### src/rtl/serial_addsub_pkg.sv
// Shared types and sizing helpers for the digit-serial adder/subtractor.
package serial_arith_pkg;

    typedef enum logic [1:0] {
        IDLE   = 2'd0,
        LOADED = 2'd1,
        RUN    = 2'd2,
        DONE   = 2'd3
    } state_e;

    localparam logic MODE_ADD = 1'b0;
    localparam logic MODE_SUB = 1'b1;

    function automatic int ndig(input int width, input int digit);
        return width / digit;
    endfunction

    // Counter must be at least one bit wide even when a single digit covers the word.
    function automatic int cnt_width(input int n);
        return (n > 1) ? $clog2(n) : 1;
    endfunction

endpackage

### src/rtl/serial_addsub_digit_adder.sv
// Combinational DIGIT-bit ripple adder; also exposes the carry into its top bit for overflow.
module digit_adder #(
    parameter int DIGIT = 1
) (
    input  logic [DIGIT-1:0] a,
    input  logic [DIGIT-1:0] b,
    input  logic             cin,
    output logic [DIGIT-1:0] s,
    output logic             cout,
    output logic             c_msb_in
);

    logic c;

    always_comb begin
        // NOTE: every output gets a default before the loop so no latch is inferred,
        // and blocking assignments let the ripple carry propagate within one evaluation.
        s        = '0;
        c_msb_in = 1'b0;
        c        = cin;
        for (int i = 0; i < DIGIT; i++) begin
            if (i == DIGIT - 1) c_msb_in = c;
            s[i] = a[i] ^ b[i] ^ c;
            c    = (a[i] & b[i]) | (c & (a[i] ^ b[i]));
        end
        cout = c;
    end

endmodule

### src/rtl/serial_addsub.sv
// Digit-serial adder/subtractor: load captures operands, start runs NDIG digit steps, done holds the result.
module serial_addsub
    import serial_arith_pkg::*;
#(
    parameter int WIDTH = 4,
    parameter int DIGIT = 1
) (
    input  logic             clk,
    input  logic             rst_n,
    input  logic             load,
    input  logic             start,
    input  logic             mode,
    input  logic [WIDTH-1:0] A,
    input  logic [WIDTH-1:0] B,
    output logic [WIDTH-1:0] sum,
    output logic             carry_out,
    output logic             overflow,
    output logic             busy,
    output logic             done
);

    localparam int NDIG  = ndig(WIDTH, DIGIT);
    localparam int CNT_W = cnt_width(NDIG);

    if (WIDTH < 2 || DIGIT < 1 || (WIDTH % DIGIT) != 0) begin : g_bad_params
        $error("serial_addsub: DIGIT must divide WIDTH and WIDTH must be >= 2");
    end

    state_e             state_q;
    logic [WIDTH-1:0]   a_q, b_q, res_q, res_d, sum_q;
    logic [CNT_W-1:0]   cnt_q;
    logic               carry_q, carry_out_q, overflow_q, busy_q, done_q;

    logic [DIGIT-1:0]   dig_s;
    logic               dig_cout, dig_cmsb;

    digit_adder #(.DIGIT(DIGIT)) u_digit_adder (
        .a        (a_q[DIGIT-1:0]),
        .b        (b_q[DIGIT-1:0]),
        .cin      (carry_q),
        .s        (dig_s),
        .cout     (dig_cout),
        .c_msb_in (dig_cmsb)
    );

    // Each new digit enters at the MSB end, so after NDIG steps the word is in place.
    assign res_d = (res_q >> DIGIT) | (WIDTH'(dig_s) << (WIDTH - DIGIT));

    // NOTE: sequential state uses non-blocking assignments only, so every register
    // sees the pre-edge values of the others regardless of statement order.
    always_ff @(posedge clk or negedge rst_n) begin
        if (!rst_n) begin
            state_q     <= IDLE;
            a_q         <= '0;
            b_q         <= '0;
            res_q       <= '0;
            sum_q       <= '0;
            cnt_q       <= '0;
            carry_q     <= 1'b0;
            carry_out_q <= 1'b0;
            overflow_q  <= 1'b0;
            busy_q      <= 1'b0;
            done_q      <= 1'b0;
        end else begin
            case (state_q)
                IDLE, LOADED, DONE: begin
                    if (load) begin
                        // Subtraction is A + ~B + 1; the carry register holds the mode as the +1.
                        a_q     <= A;
                        b_q     <= (mode == MODE_SUB) ? ~B : B;
                        carry_q <= mode;
                        done_q  <= 1'b0;
                        state_q <= LOADED;
                    end else if (state_q == LOADED && start) begin
                        cnt_q   <= '0;
                        busy_q  <= 1'b1;
                        state_q <= RUN;
                    end
                end
                RUN: begin
                    a_q     <= a_q >> DIGIT;
                    b_q     <= b_q >> DIGIT;
                    carry_q <= dig_cout;
                    res_q   <= res_d;
                    cnt_q   <= cnt_q + CNT_W'(1);
                    if (cnt_q == CNT_W'(NDIG - 1)) begin
                        sum_q       <= res_d;
                        carry_out_q <= dig_cout;
                        overflow_q  <= dig_cmsb ^ dig_cout;
                        busy_q      <= 1'b0;
                        done_q      <= 1'b1;
                        state_q     <= DONE;
                    end
                end
                default: state_q <= IDLE;
            endcase
        end
    end

    assign sum       = sum_q;
    assign carry_out = carry_out_q;
    assign overflow  = overflow_q;
    assign busy      = busy_q;
    assign done      = done_q;

endmodule

### config.mk
export PLATFORM = sky130hd
export DESIGN_NAME = serial_addsub
export DESIGN_NICKNAME = d
export VERILOG_FILES = /design/src/rtl/serial_addsub_pkg.sv /design/src/rtl/serial_addsub_digit_adder.sv /design/src/rtl/serial_addsub.sv
export SDC_FILE = /design/constraint.sdc
export NUM_CORES = 1
export LEC_CHECK = 0
export ABC_AREA = 1
export CAP_MARGIN = 40
export CELL_PAD_IN_SITES_DETAIL_PLACEMENT = 1
export CELL_PAD_IN_SITES_GLOBAL_PLACEMENT = 1
export CORE_ASPECT_RATIO = 2
export CORE_MARGIN = 2
export CORE_UTILIZATION = 34
export DETAILED_ROUTE_END_ITERATION = 8
export PLACE_DENSITY = 0.83
export SYNTH_ARGS = -nofsm -noshare
export SYNTH_HDL_FRONTEND = slang
export SYNTH_SLANG_ARGS = --single-unit
### constraint.sdc
create_clock -name clk -period 1.23 [get_ports clk]
set_clock_uncertainty 0.1 [all_clocks]
set_input_delay 0.3075 -clock clk [delete_from_list [all_inputs] [get_ports clk]]
set_output_delay 0.3075 -clock clk [all_outputs]
set_load 0.1 [all_outputs]
-- After elaboration in Yosys (flattened, before gate mapping)
Cells that the tools add are included.
- $add $sub $neg: 1
- equality and inequality tests: 9
- muxes and demuxes: 21
- bitwise logic cells: 8
- reductions and logical operators: 8
- operators by type and width (cell ; number):
    4-bit case mux with 2 select lines ; 2
    4-bit 2-to-1 mux ; 3
    2-bit 2-to-1 mux ; 5
    2-bit != test (second input constant) ; 4
    2-bit case mux with 2 select lines ; 2
    2-bit AND reduction ; 4
    2-bit == test (second input constant) ; 3
    1-bit 2-to-1 mux ; 6
    1-bit case mux with 2 select lines ; 3
    4-bit inverter ; 1
    3-bit by 4-bit bitwise OR with 4-bit output ; 1
    3-bit != test (second input constant) ; 1
    3-bit AND reduction ; 1
    3-bit OR reduction ; 1
    1-bit XOR ; 3
    2-bit by 1-bit adder with 2-bit output (second input constant) ; 1
    1-bit AND ; 2
    2-bit by 1-bit == test with 1-bit output (second input constant) ; 1
    2-bit logical NOT ; 1
    1-bit logical AND ; 1
    1-bit bitwise OR ; 1
- bits in registers: 25
- input port bits: 13

-- Depth between registers and ports, before layout
Gate-level depths: netlist of the first run.
- depth in word-level cells: 5
- depth in mapped cells: 7

-- Cells and area by module
Synthesis of the first run repeated with hierarchy kept, for this count alone.
- cell total of the unflattened synthesis: 132
- area total of the unflattened synthesis: 1139.8 um^2
- by module, submodules not included (module ; instances ; cells each ; area each (um^2) ; sequential area each (um^2)):
    serial_addsub ; 1 ; 130 ; 1112.3 ; 600.6
    digit_adder ; 1 ; 2 ; 27.5 ; 0.0

-- Least setup slack after synthesis of the first run
No wires, ideal clock.
- path kind: register to register
- from: reg carry_q
- to: reg overflow_q, in the netlist overflow
- library setup time: 122 ps
- data arrival time: 1111 ps
- setup slack: -104 ps
- stages on the path, launching flop included: 4
- cell sequence: dfrtp_1 > fa_1 > xnor2_1 > o21ai_2
- longest elaborated chain between the ends: 3
- RTL lines (what ; line ; RTL):
    start, declared ; serial_addsub.sv:32 ; logic carry_q, carry_out_q, overflow_q, busy_q, done_q;
    start signal, assigned ; serial_addsub.sv:71 ; carry_q <= mode;
    start signal, assigned ; serial_addsub.sv:83 ; carry_q <= dig_cout;
    1-bit AND ; serial_addsub_digit_adder.sv:24 ; c = (a[i] & b[i]) | (c & (a[i] ^ b[i]));
    1-bit bitwise OR ; serial_addsub_digit_adder.sv:24 ;
    net dig_cout ; serial_addsub.sv:35 ; logic dig_cout, dig_cmsb;
    1-bit XOR ; serial_addsub.sv:89 ; overflow_q <= dig_cmsb ^ dig_cout;
    end signal, assigned ; serial_addsub.sv:89 ;
    end, declared ; serial_addsub.sv:32 ;
The timed path passes the listed nets, and every way through them passes these cells.
A chain may end at the register's enable or synchronous reset.

-- Worst setup path after layout of the first run
- from: reg carry_q
- to: reg sum_q[3], in the netlist sum[3]
- longest elaborated chain between the ends: 2
- RTL lines (what ; line ; RTL):
    1-bit XOR ; serial_addsub_digit_adder.sv:23 ; s[i] = a[i] ^ b[i] ^ c;
    net dig_s ; serial_addsub.sv:34 ; logic [DIGIT-1:0] dig_s;
    3-bit by 4-bit bitwise OR with 4-bit output ; serial_addsub.sv:47 ; assign res_d = (res_q >> DIGIT) | (WIDTH'(dig_s) << (WIDTH - DIGIT));
    end signal, assigned ; serial_addsub.sv:87 ; sum_q <= res_d;
    end, declared ; serial_addsub.sv:30 ; logic [WIDTH-1:0] a_q, b_q, res_q, res_d, sum_q;
The timed path passes the listed nets, and every way through them passes these cells.

==> results.md, run 1 <==
* Run status: finished with violations
* Violations in the final reports: negative setup slack
* Rows at 29
* Highest ir drop seen on vdd at roughly 1.5 mV
* Avg WL per Cell at 14.0 µm
* Cell breakdown of the critical path: fa_2 -> inv_2 -> o21ai_2
* Number of antenna violations at the first check in global routing at 0
* Area contributors post-synth: dfrtp_1 (54%), nand2_1 (13%), nand3_1 (4.0%), o21ai_2 (3.9%), inv_1 (3.0%)
* Type of the most critical hold path: input port to async pin
* N_diodes at 0
* Share of cells above drive strength 1 at 0.396
* Global-route wire length before repair at approximately 4500 µm
* Number of synthesized register bits at 24
* Vias per inst at ~5.0
* Most frequent cells in the layout: nand2_1 (38), dfrtp_1 (17), buf_4 (17)
* RSZ-0062 raised after global routing: true
* Cell accounting for the most synthesized area: dfrtp_1
* Vias in the first global route at 1012
* Worst Slack Setup Final at -0.0884 ns
* Sequential share of the synthesized area at 0.535
* Port Buffers at 20
* Final-layout setup total negative slack at -0.657 ns
* Maximum level of the CTS H-tree at 1
* Post-cts hold buffer count at 0
* Post-place instance area at ~1500 µm²
* Area of the mapped netlist at between 1000 and 1500 µm²
* GR Overflow Total at 0
* CTS tree: done
* Final count of pins violating max slew at 0
* Crit-path leading delay family: adder cells
* Net count after synthesis at between 100 and 150
* Buffers and inverters on the worst path at 1
* Net switching share of the total power at 0.462
* Setup Crit Path Kind: register to register
* GRT Overall Usage at 0.160
* Via count at 949
* Design Power at 4.61 mW
* Maximum number of pins on one net before global-route repair at 25
* Buffer depth of the longest clock path at 2
* Net count, final at 175
* Element type at the critical path end: register
* Count of cell types in the netlist at 23
* Placeable Area at 3160 µm²
* Startpoint type of the worst setup path: register
* Area growth from synthesis to layout at 48.6%
* Delay of the slowest cell on the worst path at 0.59 ns
* Chip width at 44.6 µm
* # fillers at 363
* DRT Pass-1 Iters at 2
* Effective utilization at floorplan at 0.356
* Area share of the leading cell type in the synthesized netlist at 0.535
* Clock power frac at 0.103
* Syn Area/Cell at 9.43 µm²
* Number of nets still failing antenna checks after routing at 0
* Reg power frac at 0.310
* Yosys warning total at 0
* Maximum clock frequency at 759 MHz
* Clk_lat worst skew at between 0.2 and 0.3 ns
* WP data required at 1.33 ns
* Clock-pin transition on the worst setup and hold timing paths at 0.08 ns
* Final Wtd Congestion at 0.802
* Post-placement setup slack at -0.265 ns
* Root Buffer Master: clkbuf_8
* Final Core Density at 0.528
* Pwr dens at 2760 nW/µm²
* Crit path time final at 1.32 ns
* Cell area after layout at 1670 µm²
* Tightest Pin Transition at between 0.2 and 0.3 ns
* Cells after synthesis at roughly 120
* HPWL after detailed placement at slightly below 2000 µm
* Switching component of the power at ~2.1 mW
* Top Ports at 21
* Floorplan die height at ~85 µm
* MaxCap Viol Count at 0
* Most common library cell in the layout ignoring fill and taps: nand2_1
* Final Hold Violating Endpoints at 0
* Iter 0 DRT Violations at 9
* Share of total power in combinational logic at 0.587
* Number of failing setup endpoints in the final timing report at 17
* Static leakage at between 0.7 and 0.8 nW
* Slew HR at 0.805
* Number of CTS-inserted buffers at 3
* Area of the die at 3800 µm²
* Internal power contribution at 2.48 mW
* Clock sink count at 24
* Tcrit/Tclk final at 1.07
* DRC errors left at 0
* Sum of routed wire length over all layers at 2660 µm
* Cell with the largest stage delay on the worst path: fa_2
* Biggest fanout along the worst timing path at 2
* Data arrival time at the worst-slack endpoint at 1.41 ns
layer usage:
metal	vias up	track usage	wire length [µm]
met4	0	0.0689	76
li1	458	-	-
met3	7	0.0255	59
met1	467	0.176	956
met2	17	0.285	1560
met5	-	0	0
sequential cells by signal (all words and copies together), names as in the netlist:
signal	cells
busy	1
state_q	2
done	1
res_q	3
sum	4
carry_out	1
carry_q	1
cnt_q	2
a_q	4
b_q	4
overflow	1
cell type report:
class / count / area, µm² / share of cell area
multi-input cells: 80 / 484 / 0.290
well taps: 31 / 38.8 / 0.0233
repair buffers: 38 / 429 / 0.257
flip-flops and latches: 24 / 609 / 0.365
clock buffers: 4 / 45.0 / 0.0270
repair inverters: 1 / 6.26 / 0.00375
inverters: 12 / 55.1 / 0.0330
stage by stage:
stage	cells	hold WS, ns
after floorplan	119	-0.0881
final	190	0.277
after global placement	175	0.367
after detailed placement	175	0.381
after CTS	184	0.283
after global routing	190	0.301
power groups by stage:
| stage | registers, mW | clock network (mW) | logic [mW] |
|---|---|---|---|
| final | 1.43 | 0.475 | 2.71 |
| after global routing | 1.47 | 0.525 | 2.91 |
| after CTS | 1.41 | 0.497 | 2.57 |
| after detailed placement | 1.44 | 0 | 2.40 |
| after global placement | 1.41 | 0 | 2.31 |
| after floorplan | 2.09 | 0 | 0.825 |
logic make-up (layout without fill, tap and decap cells):
family | after synthesis | count (layout) | share of synthesized area
buf+inv | 15 | 55 | 0.0669
flops | 24 | 24 | 0.535
simple gates | 59 | 59 | 0.243
fa+ha+maj | 2 | 2 | 0.0290
compound gates | 14 | 14 | 0.0870
xor+xnor | 5 | 5 | 0.0390
worst paths after layout:
path / startpoint / endpoint / slack (ns) / cells after the start
hold / removal: rst_n / a_q[2] / 0.28 / 2
max in group asynchronous: rst_n / busy / 0.59 / 2
setup / recovery: carry_q / sum[3] / -0.09 / 3
setup reg to reg: carry_q / sum[3] / -0.09 / 3
min in group clk: mode / carry_q / 0.38 / 3
hold reg to reg: a_q[2] / a_q[1] / 0.40 / 2
repair_timing:
item / in CTS / in global routing
gates resized for setup: 7 / 9
setup endpoints to repair: 18 / 27
buffers inserted: 5 / 5
pin swaps: 0 / 4
gates cloned: 0 / 1
cells in the mapped netlist, drive strengths merged:
| master | n |
|---|---|
| buf | 2 |
| clkbuf | 1 |
| clkinv | 1 |
| dfrtp | 24 |
| fa | 1 |
| ha | 1 |
| inv | 11 |
| nand2 | 46 |
| nand3 | 9 |
| nand4 | 1 |
| nor2 | 3 |
| o211ai | 3 |
| o21ai | 10 |
| o22ai | 1 |
| xnor2 | 2 |
| xor2 | 3 |
(Power assumes the default switching activity.)
==> run 2, diff against run 1 <==
--- a/config.mk
+++ b/config.mk
@@ -11,9 +11,9 @@
 export CELL_PAD_IN_SITES_GLOBAL_PLACEMENT = 1
 export CORE_ASPECT_RATIO = 2
 export CORE_MARGIN = 2
-export CORE_UTILIZATION = 34
+export CORE_UTILIZATION = 25
 export DETAILED_ROUTE_END_ITERATION = 8
-export PLACE_DENSITY = 0.83
+export PLACE_DENSITY = 0.66
 export SYNTH_ARGS = -nofsm -noshare
 export SYNTH_HDL_FRONTEND = slang
 export SYNTH_SLANG_ARGS = --single-unit
==> run 2 against run 1 <==
Against the previous run:
- the flow still finishes with violations (negative setup slack)
- core utilization down 12 points
- die area up 33%
- combinational power up 5%
- count of clock-buffer cells in the layout unchanged
- wire length up 5.8%
- register-to-register slack about the same
- critical path type unchanged
==> results.md, run 2 (synthesis gave the netlist of run 1 again) <==
* Run status: finished with violations
* Violations in the final reports: negative setup slack
* Number of failing setup endpoints in the final timing report at 14
* Tightest Pin Transition at 0.330 ns
* Element type at the critical path end: register
* Worst Slack Setup Final at -0.0756 ns
* Global-route wire length before repair at 4510 µm
* Effective utilization at floorplan at 0.259
* DRC errors left at 0
* Maximum clock frequency at 766 MHz
* Avg WL per Cell at between 10 and 15 µm
* CTS tree: done
* Slew HR at 0.780
* Clk_lat worst skew at 0.27 ns
* Setup Crit Path Kind: register to register
* Cell breakdown of the critical path: fa_2 -> inv_2 -> o21ai_1
* Sum of routed wire length over all layers at 2810 µm
* Chip width at between 50 and 60 µm
* RSZ-0062 raised after global routing: true
* GRT Overall Usage at 0.118
* Biggest fanout along the worst timing path at 2
* HPWL after detailed placement at 2100 µm
* N_diodes at 0
* Net count, final at 176
* Number of nets still failing antenna checks after routing at 0
* Final count of pins violating max slew at 0
* Highest ir drop seen on vdd at between 1 and 1.5 mV
* Post-cts hold buffer count at 0
* Type of the most critical hold path: input port to async pin
* Delay of the slowest cell on the worst path at 0.58 ns
* Port Buffers at 20
* Vias per inst at ~4.5
* Maximum number of pins on one net before global-route repair at 25
* Crit-path leading delay family: adder cells
* Most common library cell in the layout ignoring fill and taps: nand2_1
* GR Overflow Total at 0
* Clock-pin transition on the worst setup and hold timing paths at 0.09 ns
* Top Ports at 21
* Static leakage at 0.822 nW
* Pwr dens at 2740 nW/µm²
* Data arrival time at the worst-slack endpoint at 1.41 ns
* Area of the die at slightly above 5000 µm²
* Clock sink count at 24
* Startpoint type of the worst setup path: register
* Final Wtd Congestion at ~0.76
* Rows at 34
* MaxCap Viol Count at 0
* Root Buffer Master: clkbuf_8
* Via count at 954
* Most frequent cells in the layout: nand2_1 (36), dfrtp_1 (17), buf_4 (16)
* Start of the worst register-to-register path: b_q[0]
* Cell area after layout at 1750 µm²
* Vias in the first global route at 1016
* Placeable Area at 4340 µm²
* Worst setup path startpoint: b_q[0]
* DRT Pass-1 Iters at 2
* Buffer depth of the longest clock path at 2
* Area growth from synthesis to layout at 56.3%
* Number of CTS-inserted buffers at 3
* Floorplan die height at slightly below 100 µm
* Final-layout setup total negative slack at -0.664 ns
* Tcrit/Tclk final at 1.06
* Iter 0 DRT Violations at 13
* Buffers and inverters on the worst path at 1
* WP data required at 1.33 ns
* Cell with the largest stage delay on the worst path: fa_2
* Final Hold Violating Endpoints at 0
* Crit path time final at 1.31 ns
* Worst hold-check slack at approximately 0.28 ns
* Post-place instance area at ~1500 µm²
* Maximum level of the CTS H-tree at 1
* Share of cells above drive strength 1 at 0.425
* Number of antenna violations at the first check in global routing at 0
## run 2: changes by cell type in the layout (fill, tap and decap cells not counted), sizes merged
cell	previous run	this run
dlymetal6s2s	1	2
clkinv	2	0
inv	11	12
dlygate4sd2	1	0
buf	26	28
## run 2: metal layers
metal	global-route usage	vias up	wire, µm
li1	-	459	-
met1	0.110	478	942
met2	0.233	13	1750
met3	0.0152	4	70
met4	0.0607	0	46
met5	0	-	0
## run 2: what timing repair did
action / in CTS / in global routing
setup endpoints to repair: 20 / 29
resized for setup: 4 / 19
setup buffers: 6 / 5
pin swaps: 4 / 13
## run 2: path summary, 6_finish.rpt
| kind | endpoint | slack [ns] | depth (start not counted) |
|---|---|---|---|
| max | res_q[3] | -0.08 | 3 |
| min in group clk | sum[0] | 0.39 | 2 |
| max reg2reg | res_q[3] | -0.08 | 3 |
| max in group asynchronous | sum[0] | 0.59 | 2 |
| min reg2reg | sum[0] | 0.39 | 2 |
| min | a_q[0] | 0.28 | 2 |
## run 2: worst reg2reg max path: cells and delay by family (launching register included)
kind / cells / cell delay, ns
flops: 1 / 0.41
buf+inv: 1 / 0.04
fa+ha+maj: 1 / 0.58
compound gates: 1 / 0.10
## run 2: cell type report
cell class                      instances  area [µm²]
Clock buffer                            4        55.1
Fill cell                             524        2580
Inverter                               12        57.6
Multi-Input combinational cell         80         505
Sequential cell                        24         609
Tap cell                               54        67.6
Timing Repair Buffer                   40         459
## run 2: stage by stage
stage | utilization | power, mW | setup slack [ns] | instances
CTS | 0.382 | 4.63 | -0.0889 | 210
global route | 0.404 | 5.12 | -0.114 | 214
detailed placement | 0.356 | 3.89 | -0.270 | 200
finish | 0.404 | 4.82 | -0.0756 | 214
floorplan | - | 2.91 | -0.0752 | 119
global placement | 0.356 | 3.78 | -0.222 | 200
## run 2: report_power, final
group	total [mW]	leakage [nW]	internal (mW)	switching (mW)
combinational	2.84	0.502	1.20	1.65
sequential	1.42	0.291	1.14	0.280
clock	0.548	0.0288	0.286	0.262
total	4.82	0.822	2.63	2.19
